### config.mk
export PLATFORM = sky130hd
export DESIGN_NAME = instr_sequencer
export DESIGN_NICKNAME = d
export VERILOG_FILES = /design/src/rtl/instr_sequencer.sv
export SDC_FILE = /design/constraint.sdc
export NUM_CORES = 1
export LEC_CHECK = 0
export ABC_AREA = 1
export CAP_MARGIN = 30
export CORE_MARGIN = 2
export CORE_UTILIZATION = 38
export DETAILED_ROUTE_END_ITERATION = 10
export GPL_TIMING_DRIVEN = 0
export PLACE_DENSITY_LB_ADDON = 0.08
export SLEW_MARGIN = 30
export SYNTH_ARGS = -nofsm -noshare
export SYNTH_HDL_FRONTEND = slang
export SYNTH_SLANG_ARGS = --single-unit
### constraint.sdc
create_clock -name CLK -period 1.3 [get_ports CLK]
set_input_delay 0.195 -clock CLK [delete_from_list [all_inputs] [get_ports CLK]]
set_output_delay 0.195 -clock CLK [all_outputs]
set_load 0.005 [all_outputs]
### src/rtl/instr_sequencer.sv
// Fetch/decode/control sequencer: reads the instruction at PC, decodes it, and returns PCOp/offset.
// Optional retire counter output is enabled by defining INSTR_SEQUENCER_RETIRE_CNT_EN.
//
// state    | meaning
// ---------+------------------------------------------------------------
// FETCH    | imem read of PC in flight
// DECODE   | latch imem_rdata into the instruction register, pick next
// EXEC     | drive decoded controls, pc_step/rf_we strobe for one cycle
// WAIT_IN  | switch-source write, hold in_ready until in_valid arrives
// HALT     | jump-to-self seen, absorbing until rst
module instr_sequencer #(
  parameter int INSTR_W = 32,
  parameter int ADDR_W  = 8
) (
  input  logic               CLK,
  input  logic               rst,
  input  logic [ADDR_W-1:0]  PC,
  output logic               pc_step,
  output logic               PCOp,
  output logic [7:0]         jmp_offset,
  output logic [ADDR_W-1:0]  imem_addr,
  input  logic [INSTR_W-1:0] imem_rdata,
  input  logic               alu_flag,
  input  logic               in_valid,
  output logic               in_ready,
  output logic               rf_we,
  output logic [1:0]         ws,
  output logic [4:0]         alu_op,
  output logic [4:0]         ra1,
  output logic [4:0]         ra2,
  output logic [4:0]         wa,
  output logic [INSTR_W-1:0] const_val,
  output logic               halted
`ifdef INSTR_SEQUENCER_RETIRE_CNT_EN
  ,
  output logic [15:0]        retire_cnt
`endif
);

  typedef enum logic [2:0] {
    S_FETCH  = 3'd0,
    S_DECODE = 3'd1,
    S_EXEC   = 3'd2,
    S_WAIT_IN = 3'd3,
    S_HALT   = 3'd4
  } state_t;

  state_t             state;
  logic [INSTR_W-1:0] ir;

  logic ir_b;
  logic ir_c;
  logic rd_b;
  logic rd_c;
  logic [1:0] rd_ws;
  logic [7:0] rd_off;

  assign ir_b   = ir[31];
  assign ir_c   = ir[30];
  assign rd_b   = imem_rdata[31];
  assign rd_c   = imem_rdata[30];
  assign rd_ws  = imem_rdata[29:28];
  assign rd_off = imem_rdata[12:5];

  assign imem_addr = PC;

  always_ff @(posedge CLK or posedge rst) begin
    if (rst) begin
      state    <= S_FETCH;
      ir       <= '0;
      in_ready <= 1'b0;
      halted   <= 1'b0;
    end else begin
      case (state)
        S_FETCH: state <= S_DECODE;
        S_DECODE: begin
          ir <= imem_rdata;
          if (rd_b && (rd_off == 8'd0)) begin
            state  <= S_HALT;
            halted <= 1'b1;
          end else if (!rd_b && !rd_c && (rd_ws == 2'd1)) begin
            state    <= S_WAIT_IN;
            in_ready <= 1'b1;
          end else begin
            state <= S_EXEC;
          end
        end
        S_EXEC: state <= S_FETCH;
        S_WAIT_IN: begin
          if (in_valid) begin
            state    <= S_FETCH;
            in_ready <= 1'b0;
          end
        end
        S_HALT: begin
          state  <= S_HALT;
          halted <= 1'b1;
        end
        default: begin
          state    <= S_FETCH;
          in_ready <= 1'b0;
          halted   <= 1'b0;
        end
      endcase
    end
  end

  // Strobes depend on alu_flag/in_valid in the same cycle, so they are decoded
  // from the registered state rather than registered themselves.
  logic in_exec;
  logic in_accept;

  assign in_exec   = (state == S_EXEC);
  assign in_accept = (state == S_WAIT_IN) && in_valid;

  assign pc_step = in_exec || in_accept;
  assign PCOp    = in_exec && (ir_b || (ir_c && alu_flag));
  assign rf_we   = (in_exec && !ir_b && !ir_c && (ir[29:28] != 2'd3)) || in_accept;

  assign ws         = ir[29:28];
  assign alu_op     = ir[27:23];
  assign ra1        = ir[22:18];
  assign ra2        = ir[17:13];
  assign jmp_offset = ir[12:5];
  assign wa         = ir[4:0];
  assign const_val  = {{(INSTR_W-23){ir[27]}}, ir[27:5]};

`ifdef INSTR_SEQUENCER_RETIRE_CNT_EN
  // Counts every PC advance; naturally frozen in HALT since pc_step stays low there.
  always_ff @(posedge CLK or posedge rst) begin
    if (rst)
      retire_cnt <= 16'd0;
    else if (pc_step)
      retire_cnt <= retire_cnt + 16'd1;
  end
`endif

endmodule

### Word level (Yosys, flattened, before mapping)

Cells that the tools add are included.
W data, S select, Z words.

| storage, ports and cells | value |
|---|---|
| register bits | 37 |
| bits of input ports | 44 |
| logic and storage cells | 48 |

| cells by class | value |
|---|---|
| equal/unequal tests | 10 |
| muxes and demuxes | 10 |
| bitwise gates (word level) | 2 |
| reduce and logical (&&, ||, !) cells | 22 |

Operators by type and width:

| kind | count |
|---|---|
| $pmux W3 S4 | 1 |
| $ne A2 B2 Y1 const B | 5 |
| $logic_and A1 B1 Y1 | 9 |
| $logic_not A8 Y1 | 1 |
| $eq A3 B2 Y1 const B | 2 |
| $mux W3 | 2 |
| $pmux W1 S3 | 2 |
| $reduce_or A3 Y1 | 2 |
| $mux W1 | 5 |
| $logic_not A1 Y1 | 4 |
| $reduce_and A4 Y1 | 1 |
| $eq A3 B1 Y1 const B | 1 |
| $eq A3 B3 Y1 const B | 1 |
| $logic_not A3 Y1 | 1 |
| $logic_or A1 B1 Y1 | 3 |
| $eq A2 B1 Y1 const B | 1 |
| $not A1 Y1 | 2 |
| $reduce_and A2 Y1 | 1 |

### Logic depth before layout (Yosys ltp)

Gate-level depths: netlist of run 1.

| depth | value |
|---|---|
| depth in word-level cells | 6 |
| gate-level depth with buffers | 6 |
| depth with buffers taken out | 6 |

### Worst setup path after synthesis of run 1

No wires, ideal clock.

| timing path | value |
|---|---|
| kind | register to register |
| start point | register state[1] |
| end point | register ir[27] |
| library setup time | 0.116 ns |
| arrival time | 0.896 ns |
| required time | 1.184 ns |
| path slack | 0.288 ns |
| stages on the path, launching flop included | 6 |
| clock period less this slack | 1.012 ns |
| path through | dfrtp_1 -> nor2_2 -> nand2_4 -> buf_2 -> nand2_1 -> nand2_1 |

| between the ends | value |
|---|---|
| cells in the longest elaborated chain, start to end | 1 |

RTL lines:

| element | RTL line | text |
|---|---|---|
| start, declared | 48 | `state_t state;` |
| start signal, assigned | 69 | `state <= S_FETCH;` |
| start signal, assigned | 75 | `S_FETCH: state <= S_DECODE;` |
| start signal, assigned | 79 | `state <= S_HALT;` |
| $eq A3 B1 Y1 | 74 | `case (state)` |
| end signal, assigned | 77 | `ir <= imem_rdata;` |
| end, declared | 49 | `logic [INSTR_W-1:0] ir;` |

No other way between the ends.
A chain may end at the register's enable or synchronous reset.

### Worst setup path after layout of run 1

| timing path | value |
|---|---|
| start point | register state[0] |
| end point | output rf_we |

| between the ends | value |
|---|---|
| cells in the longest elaborated chain, start to end | 5 |
| elaborated cells on any way between the ends | 7 |

RTL lines:

| element | RTL line | text |
|---|---|---|
| $eq A3 B2 Y1 | 113 | `assign in_exec = (state == S_EXEC);` |
| $logic_and A1 B1 Y1 (3 in a row) | 118 | `assign rf_we = (in_exec && !ir_b && !ir_c && (ir[29:28] != 2'd3)) \|\| in_accept;` |
| $logic_or A1 B1 Y1 (*) | 118 |  |
| end, declared | 26 | `output logic rf_we,` |

Every way passes the cells marked *; elsewhere a longest branch is shown, timed or not.

==> summary.txt, run 1 <==
Outcome
  – Status: finished with violations
  – Failing checks: negative setup slack

Yosys
  – Average size of a mapped cell: 8.239 um^2
  – YS warnings: 0
  – Yosys cell types: 17
  – Synth Cell Area: 0.002043 mm^2
  – Register bit total from synthesis: 37
  – Gate Count Post-Synth: 248
  – Sequential share of the synthesized area: 45.32%
  – Syn nets: 292

Critical path
  – Worst Path Required: 1110 ps
  – CP Class: register to primary output
  – R2R Path Start: state[1]$_DFFE_PP0N_
  – Worst r2r path cells: 7
  – Setup crit start: state[0]$_DFFE_PP0N_
  – Worst R2R Setup Slack: 60 ps
  – Critical Path End Type: primary output
  – Crit Path Max Fanout: 3
  – Critical Path AT: 1240 ps
  – R2r endpoint: ir[15]$_DFFE_PP0P_
  – Worst setup path endpoint: rf_we
  – Setup crit start kind: register

Finish
  – Area growth, synth to finish: 87.26%
  – Layout cell share with drive strength beyond 1: 40.10%
  – Antenna diode instance count: 0
  – Post-route cell area: 0.003826 mm^2
  – Most common cell after layout, fill and taps aside: nand2_1
  – Final Core Density: 74.44%
  – # nets final: 447
  – Most frequent cells in the layout: nand2_1 (105), buf_4 (95), clkdlybuf4s50_1 (43)

Timing
  – Relative slew margins: 72.97%
  – Setup violations, final: 7
  – Max Fclk: 695.1 MHz
  – RSZ-0062 raised after global routing: true
  – Setup TNS: -477.8 ps
  – Pins Over Slew Limit: 0
  – Slew @ Worst Pin: 404.9 ps
  – Clk_skew: 11.20 ps
  – Fin. Hold Viols: 0
  – Final Cycle Share: 110.7%
  – Hold_ws: 200.7 ps
  – Tmin final: 1439 ps
  – Final setup margin: -138.5 ps

GRT
  – Initial antenna violation count: 0
  – First-pass GRT wire length: 8790 um
  – Total Routing Usage GR: 18.54%
  – GRT overflow: 0
  – Largest net degree at the start of global routing: 22
  – Vias in the first global route: 1,995

Placement
  – IO Port Bufs: 110
  – GP Congestion: 0.7460
  – Hpwl dp: 3704 um
  – Post-Place Cell Area: 0.003259 mm^2

CTS
  – CTS tree: built
  – CTS Sinks: 37
  – Cts-stage hold buffer count: 0
  – CTS Root Cell: clkbuf_8
  – Clock Pin Slew Worst Setup and Hold Paths: 80 ps
  – CTS H-tree lvls: 2
  – Clk_lat worst skew: 300 ps
  – TritonCTS Buffers: 5
  – CTS max path bufs: 2

Drt
  – Via count: 1,948
  – Post-DR wirelength/cell: 11.89 um
  – Drt total wl: 5637 um
  – DR pass1 iterations: 4
  – Vias per std cell: 4.110
  – Drt first-iter violations: 37
  – Final ANT Viol Nets: 0
  – # DRC: 0

Floorplan
  – Width of the die: 77.33 um
  – Starting Density: 39.75%
  – Core footprint: 0.005140 mm^2
  – Num ports: 119
  – Core Rows: 26
  – Die ar.: 0.005979 mm^2
  – Die Ht: 77.33 um

Run
  – # Max-Cap Violations: 0

Power and ir drop
  – Leak pwr: 2.065 nW
  – PD cells: 2459 mW/mm^2
  – Maximum vdd drop: 1.263 mV

Hold path
  – Tightest Hold Check Type: input port to asynchronous set/reset pin
area by class of cell:
class                   instances  area (um^2)
fillers                       431         1314
repair buffers                151         1474
clock buffers                   5        68.82
plain buffers                  73        623.1
well taps                      70        87.58
clock inverters                 3        65.06
multi-input cells             130        548.0
inverters                       5        31.28
flip-flops and latches         37        928.4
routing by layer:
metal,track usage (%),share of wire (%)
met5,0,0
met4,4.286,0.76
met3,7.294,8.6
met2,33.91,52
met1,19.97,39
how the worst min path moves through the flow:
stage,to,slack (ps),start,cells past startpoint
global placement,in_ready$_DFFE_PP0P_,460,in_ready$_DFFE_PP0P_,2
finish,ir[23]$_DFFE_PP0P_,200,rst,2
detailed placement,in_ready$_DFFE_PP0P_,460,in_ready$_DFFE_PP0P_,2
CTS,ir[23]$_DFFE_PP0P_,210,rst,2
floorplan,ir[0]$_DFFE_PP0P_,300,imem_rdata[0],2
global route,ir[23]$_DFFE_PP0P_,220,rst,2
through the flow:
step                      instances  power, mW  setup slack, ps
after floorplan                 248      4.639            272.4
after global placement          428      6.986           -622.7
after detailed placement        429      7.132           -328.7
after CTS                       469      8.393           -139.0
after global routing            474      10.10           -186.7
final                           474      9.410           -138.5
worst max-delay path, stage by stage, from the launching register on:
cell      delay, ps
dfrtp_2         410
nand3b_1        170
buf_4           150
o21ai_1         100
buf_2           130
state kept, by name (all words and copies together), names as in the netlist:
signal	flops
ir	32
halted	1
state	3
in_ready	1
repair_timing:
item | CTS | global route
setup buffers | 33 | 6
endpoints found under the setup margin | 67 | 47
gates resized for setup | 144 | 67
pin swaps | 2 | 2
gates cloned | 0 | 3
cell usage after synthesis:
library cell / n / area share (%)
nand3_1: 5 / 1.2
nor2_2: 1 / 0.31
inv_4: 1 / 0.31
dfrtp_1: 37 / 45
nand4_1: 2 / 0.61
nand2_1: 105 / 19
buf_6: 3 / 1.7
nand3b_1: 1 / 0.37
buf_2: 3 / 0.73
nor3_1: 1 / 0.24
nand2_4: 1 / 0.55
buf_4: 70 / 26
nor2_1: 10 / 1.8
a21o_1: 1 / 0.37
o21ai_0: 2 / 0.49
inv_1: 4 / 0.73
a21oi_1: 1 / 0.24
cell families (layout without fill, tap and decap cells):
logic type / count (synthesis) / count (layout) / share of synthesized area (%)
simple gates: 126 / 126 / 24.43
buf+inv: 81 / 237 / 29.15
flops: 37 / 37 / 45.32
compound gates: 4 / 4 / 1.102
report_power, final:
part	total (mW)	switching, mW	internal [mW]
clock network	1.18	0.419	0.762
logic	6.18	2.14	4.04
registers	2.05	0.345	1.70
total	9.41	2.91	6.50
(Power assumes the default switching activity.)
==> run 2, diff against run 1 <==
Settings changed: CORE_UTILIZATION 38 to 25.
Clock period 1.3 ns to 1.8 ns, I/O delays scaled along.
==> summary.txt, run 2 (synthesis gave the netlist of run 1 again) <==
Outcome
  – Status: completed

Finish
  – # fillers: 811
  – Most flop-heavy register: ir
  – Largest regs: ir (32), state (3)
  – Final instance count without filler cells: 473
  – Most common cell after layout, fill and taps aside: clkdlybuf4s50_1
  – Layout cell share with drive strength beyond 1: 25.61%
  – Area growth, synth to finish: 66.63%
  – Max FFs per register: 32
  – # nets final: 414
  – Post-route cell area: 0.003405 mm^2
  – Antenna diode instance count: 0
  – Most frequent cells in the layout: clkdlybuf4s50_1 (108), nand2_1 (105), buf_4 (74)

Floorplan
  – Width of the die: 94.41 um
  – Die ar.: 0.008912 mm^2
  – Num ports: 119
  – Core Rows: 32
  – Starting Density: 26.17%
  – Core footprint: 0.007807 mm^2
  – Die Ht: 94.41 um

Critical path
  – Worst R2R Setup Slack: 560 ps
  – Crit path buf inv count: 1
  – Worst Path Required: 1530 ps
  – Worst r2r path cells: 6
  – Critical Path AT: 1470 ps
  – CP Class: register to primary output
  – R2r endpoint: ir[7]$_DFFE_PP0P_
  – R2R Path Start: state[2]$_DFFE_PP0N_
  – Top delay family on crit path: buffers and inverters
  – Cell at the slowest stage of the critical path: clkdlybuf4s50_1
  – Crit-path cells: nand3b_1 -> nand2_1 -> clkdlybuf4s50_1
  – Setup crit start kind: register
  – Crit-path max cell delay: 490 ps
  – Critical Path End Type: primary output
  – Crit Path Max Fanout: 3

Drt
  – # DRC: 0
  – Final ANT Viol Nets: 0
  – DR pass1 iterations: 4
  – Via count: 1,784
  – Vias per std cell: 3.772
  – Post-DR wirelength/cell: 10.45 um
  – Drt total wl: 4942 um
  – Drt first-iter violations: 41

CTS
  – Clock Pin Slew Worst Setup and Hold Paths: 80 ps
  – CTS Root Cell: clkbuf_8
  – TritonCTS Buffers: 5
  – CTS H-tree lvls: 2
  – CTS Sinks: 37
  – CTS tree: built
  – Clk_lat worst skew: 290 ps
  – Cts-stage hold buffer count: 0
  – CTS max path bufs: 2

Run
  – # Max-Cap Violations: 0

Timing
  – Fin. Hold Viols: 0
  – Final Cycle Share: 96.56%
  – Hold_ws: 243.0 ps
  – Pins Over Slew Limit: 0
  – Clk_skew: 8.807 ps
  – Slew @ Worst Pin: 294.3 ps
  – RSZ-0062 raised after global routing: false
  – Max Fclk: 575.3 MHz
  – Tmin final: 1738 ps
  – Setup violations, final: 0
  – Setup TNS: 0 ps
  – Final setup margin: 61.84 ps
  – Relative slew margins: 80.35%

Power and ir drop
  – Maximum vdd drop: 0.5570 mV
  – Leak pwr: 1.710 nW
  – Switching Fraction: 30.93%
  – Internal power: 3.907 mW
  – Reg power frac: 27.5%
  – Power share of the combinational group: 62.5%
  – PD cells: 1661 mW/mm^2
  – Clock Power Share: 10.0%
  – Net switching power: 1.749 mW

Placement
  – DP Cell Count: 461
  – Post-Place Cell Area: 0.003292 mm^2
  – Hpwl dp: 3728 um
  – Post-Place Worst Slack: 14.53 ps
  – IO Port Bufs: 110
  – GP Congestion: 0.7512

GRT
  – Largest net degree at the start of global routing: 27
  – Vias in the first global route: 1,653
  – Total Routing Usage GR: 11.17%
  – GRT overflow: 0
  – Initial antenna violation count: 0
  – First-pass GRT wire length: 7734 um

Hold path
  – Tightest Hold Check Type: input port to asynchronous set/reset pin
## run 2: worst max path at each step
stage,from,to,slack (ps),depth (start not counted)
6_report,state[0]$_DFFE_PP0N_,pc_step,60,3
3_5_place_dp,in_valid,rf_we,10,4
3_3_place_gp,rst,ir[16]$_DFFE_PP0P_,-300,2
5_1_grt,state[0]$_DFFE_PP0N_,pc_step,1,3
2_1_floorplan,rst,halted$_DFFE_PP0P_,700,1
4_1_cts,ir[27]$_DFFE_PP0P_,const_val[28],20,2
## run 2: cell type report
cell class	instances	area, um^2	area share (%)
Timing Repair Buffer	115	1149	33.74
Sequential cell	37	928.4	27.27
Buffer	76	574.3	16.87
Multi-Input combinational cell	130	521.8	15.33
Tap cell	102	127.6	3.749
Clock buffer	6	72.57	2.132
Inverter	5	21.27	0.6248
Clock inverter	2	10.01	0.2940
## run 2: stage by stage
stage	power, mW	util [%]
after floorplan	3.350	-
after global placement	5.100	41.91
after detailed placement	5.143	42.16
after CTS	5.749	43.40
after global routing	6.135	43.61
final	5.656	43.61
## run 2: power by group through the flow
stage	Clock [mW]	Sequential [mW]	Combinational, mW
2_1_floorplan	0	1.49	1.86
3_3_place_gp	0	1.57	3.53
3_5_place_dp	0	1.58	3.56
4_1_cts	0.599	1.56	3.59
5_1_grt	0.622	1.62	3.89
6_report	0.564	1.56	3.54
## run 2: worst register-to-register path, delay by kind of cell (launching register included)
family	cells	cell delay (ps)
buf+inv	2	360
flops	1	390
simple gates	4	380
## run 2: layer usage
layer | wire, um | share of wire (%) | vias to the layer above | global-route usage (%)
li1 | - | - | 926 | -
met1 | 2076 | 42 | 783 | 13.43
met2 | 2367 | 48 | 70 | 19.11
met3 | 453 | 9.2 | 5 | 4.150
met4 | 44 | 0.89 | 0 | 2.536
met5 | 0 | 0 | - | 0
## run 2: what timing repair did
action	in CTS	in global routing
buffers inserted	2	2
gates cloned	0	0
gates resized for setup	4	1
pin swaps	0	0
setup endpoints to repair	3	12
==> run 3, diff against run 2 <==
Settings changed: CORE_UTILIZATION 25 to 41.
==> summary.txt, run 3 (synthesis gave the netlist of run 1 again) <==
CTS
  – Clock Pin Slew Worst Setup and Hold Paths: 70 ps
  – Clk_lat worst skew: 280 ps
  – CTS Root Cell: clkbuf_8
  – TritonCTS Buffers: 5
  – CTS max path bufs: 2
  – CTS H-tree lvls: 2
  – Cts-stage hold buffer count: 0
  – CTS Sinks: 37
  – CTS tree: built

Power and ir drop
  – Leak pwr: 1.743 nW
  – PD cells: 1674 mW/mm^2
  – Internal power: 3.950 mW
  – Clock Power Share: 10.1%
  – Maximum vdd drop: 1.016 mV
  – Net switching power: 1.718 mW
  – Reg power frac: 27.3%
  – Switching Fraction: 30.31%
  – Power share of the combinational group: 62.7%

GRT
  – M2 GR Usage: 28.91%
  – GRT overflow: 0
  – Total Routing Usage GR: 17.32%
  – Grt met1 use: 20.67%
  – First-pass GRT wire length: 7245 um
  – Vias in the first global route: 1,641
  – GR Util met3: 5.149%
  – Layer with the highest usage: met2
  – Largest net degree at the start of global routing: 21
  – Initial antenna violation count: 0

Finish
  – Most common cell after layout, fill and taps aside: clkdlybuf4s50_1
  – Final instance count without filler cells: 438
  – Antenna diode instance count: 0
  – Largest regs: ir (32), state (3)
  – Layout cell share with drive strength beyond 1: 25.61%
  – Area growth, synth to finish: 65.71%
  – Final Core Density: 71.21%
  – # nets final: 415
  – Post-route cell area: 0.003386 mm^2
  – Max FFs per register: 32
  – Most frequent cells in the layout: clkdlybuf4s50_1 (107), nand2_1 (105), buf_4 (75)
  – Most flop-heavy register: ir

Drt
  – DR pass1 iterations: 4
  – # DRC: 0
  – Vias per std cell: 4.123
  – Drt first-iter violations: 61
  – Via count: 1,806
  – Final ANT Viol Nets: 0
  – Post-DR wirelength/cell: 10.41 um
  – Drt total wl: 4558 um

Timing
  – Setup TNS: 0 ps
  – Slew @ Worst Pin: 427.1 ps
  – Tmin final: 1665 ps
  – Pins Over Slew Limit: 0
  – Max Fclk: 600.4 MHz
  – Fin. Hold Viols: 0
  – RSZ-0062 raised after global routing: false
  – Final Cycle Share: 92.53%
  – Relative slew margins: 71.49%
  – Clk_skew: 2.439 ps
  – Setup violations, final: 0

Floorplan
  – Die ar.: 0.005564 mm^2
  – Width of the die: 74.60 um
  – Num ports: 119
  – Starting Density: 42.97%
  – Die Ht: 74.60 um
  – Core Rows: 25
  – Core footprint: 0.004755 mm^2

Critical path
  – Top delay family on crit path: buffers and inverters
  – CP Class: register to primary output
  – Worst R2R Setup Slack: 580 ps
  – Crit path buf inv count: 2
  – Cell at the slowest stage of the critical path: clkdlybuf4s50_1
  – Crit-path max cell delay: 500 ps
  – Critical Path End Type: primary output
  – Crit Path Max Fanout: 12
  – Setup crit start kind: register
  – Worst Path Required: 1530 ps
  – Critical Path AT: 1400 ps
  – Crit-path cells: buf_4 -> clkdlybuf4s50_1

Hold path
  – Tightest Hold Check Type: input port to asynchronous set/reset pin

Placement
  – Post-Place Cell Area: 0.003256 mm^2
  – GP Congestion: 0.7869
  – IO Port Bufs: 110
  – DP Cell Count: 426
  – Hpwl dp: 3514 um

Outcome
  – Status: completed

Run
  – # Max-Cap Violations: 0
[run 3: path summary, 6_finish.rpt]
kind                                 startpoint            endpoint  cells after the start
min in group CLK              ir[0]$_DFFE_PP0P_   ir[0]$_DFFE_PP0P_                      2
max                          ir[27]$_DFFE_PP0P_           alu_op[4]                      2
min                                         rst  ir[12]$_DFFE_PP0P_                      2
max in group asynchronous                   rst  ir[27]$_DFFE_PP0P_                      3
min reg2reg                   ir[0]$_DFFE_PP0P_   ir[0]$_DFFE_PP0P_                      2
max reg2reg                state[2]$_DFFE_PP0N_   ir[7]$_DFFE_PP0P_                      6
[run 3: power groups by stage]
stage / sequential [mW] / combinational (mW) / clock [mW]
floorplan: 1.49 / 1.86 / 0
global placement: 1.55 / 3.48 / 0
detailed placement: 1.57 / 3.57 / 0
CTS: 1.55 / 3.60 / 0.593
global route: 1.62 / 3.90 / 0.630
finish: 1.55 / 3.55 / 0.571
[run 3: layout make-up]
type,count,area (um^2)
inverters,5,21.27
fillers,395,1369
flip-flops and latches,37,928.4
repair buffers,116,1170
clock buffers,7,86.33
multi-input cells,130,521.8
well taps,67,83.83
plain buffers,76,574.3
[run 3: what timing repair did]
| action | in CTS | in global routing |
|---|---|---|
| endpoints found under the setup margin | 4 | 2 |
| setup buffers | 2 | 3 |
| resized for setup | 4 | 2 |
[run 3: layer usage]
layer | share of wire (%) | up-vias | routed length, um
li1 | - | 928 | -
met1 | 41 | 806 | 1850
met2 | 50 | 66 | 2262
met3 | 8.0 | 6 | 364
met4 | 1.8 | 0 | 80
met5 | 0 | - | 0
[run 3: through the flow]
stage | power (mW) | hold WS [ps] | setup slack, ps
3_3_place_gp | 5.034 | 454.9 | -161.5
4_1_cts | 5.743 | 310.4 | 10.09
5_1_grt | 6.144 | 354.6 | 69.11
6_report | 5.669 | 302.2 | 134.5
2_1_floorplan | 3.350 | 379.6 | 697.4
3_5_place_dp | 5.132 | 466.6 | 42.09
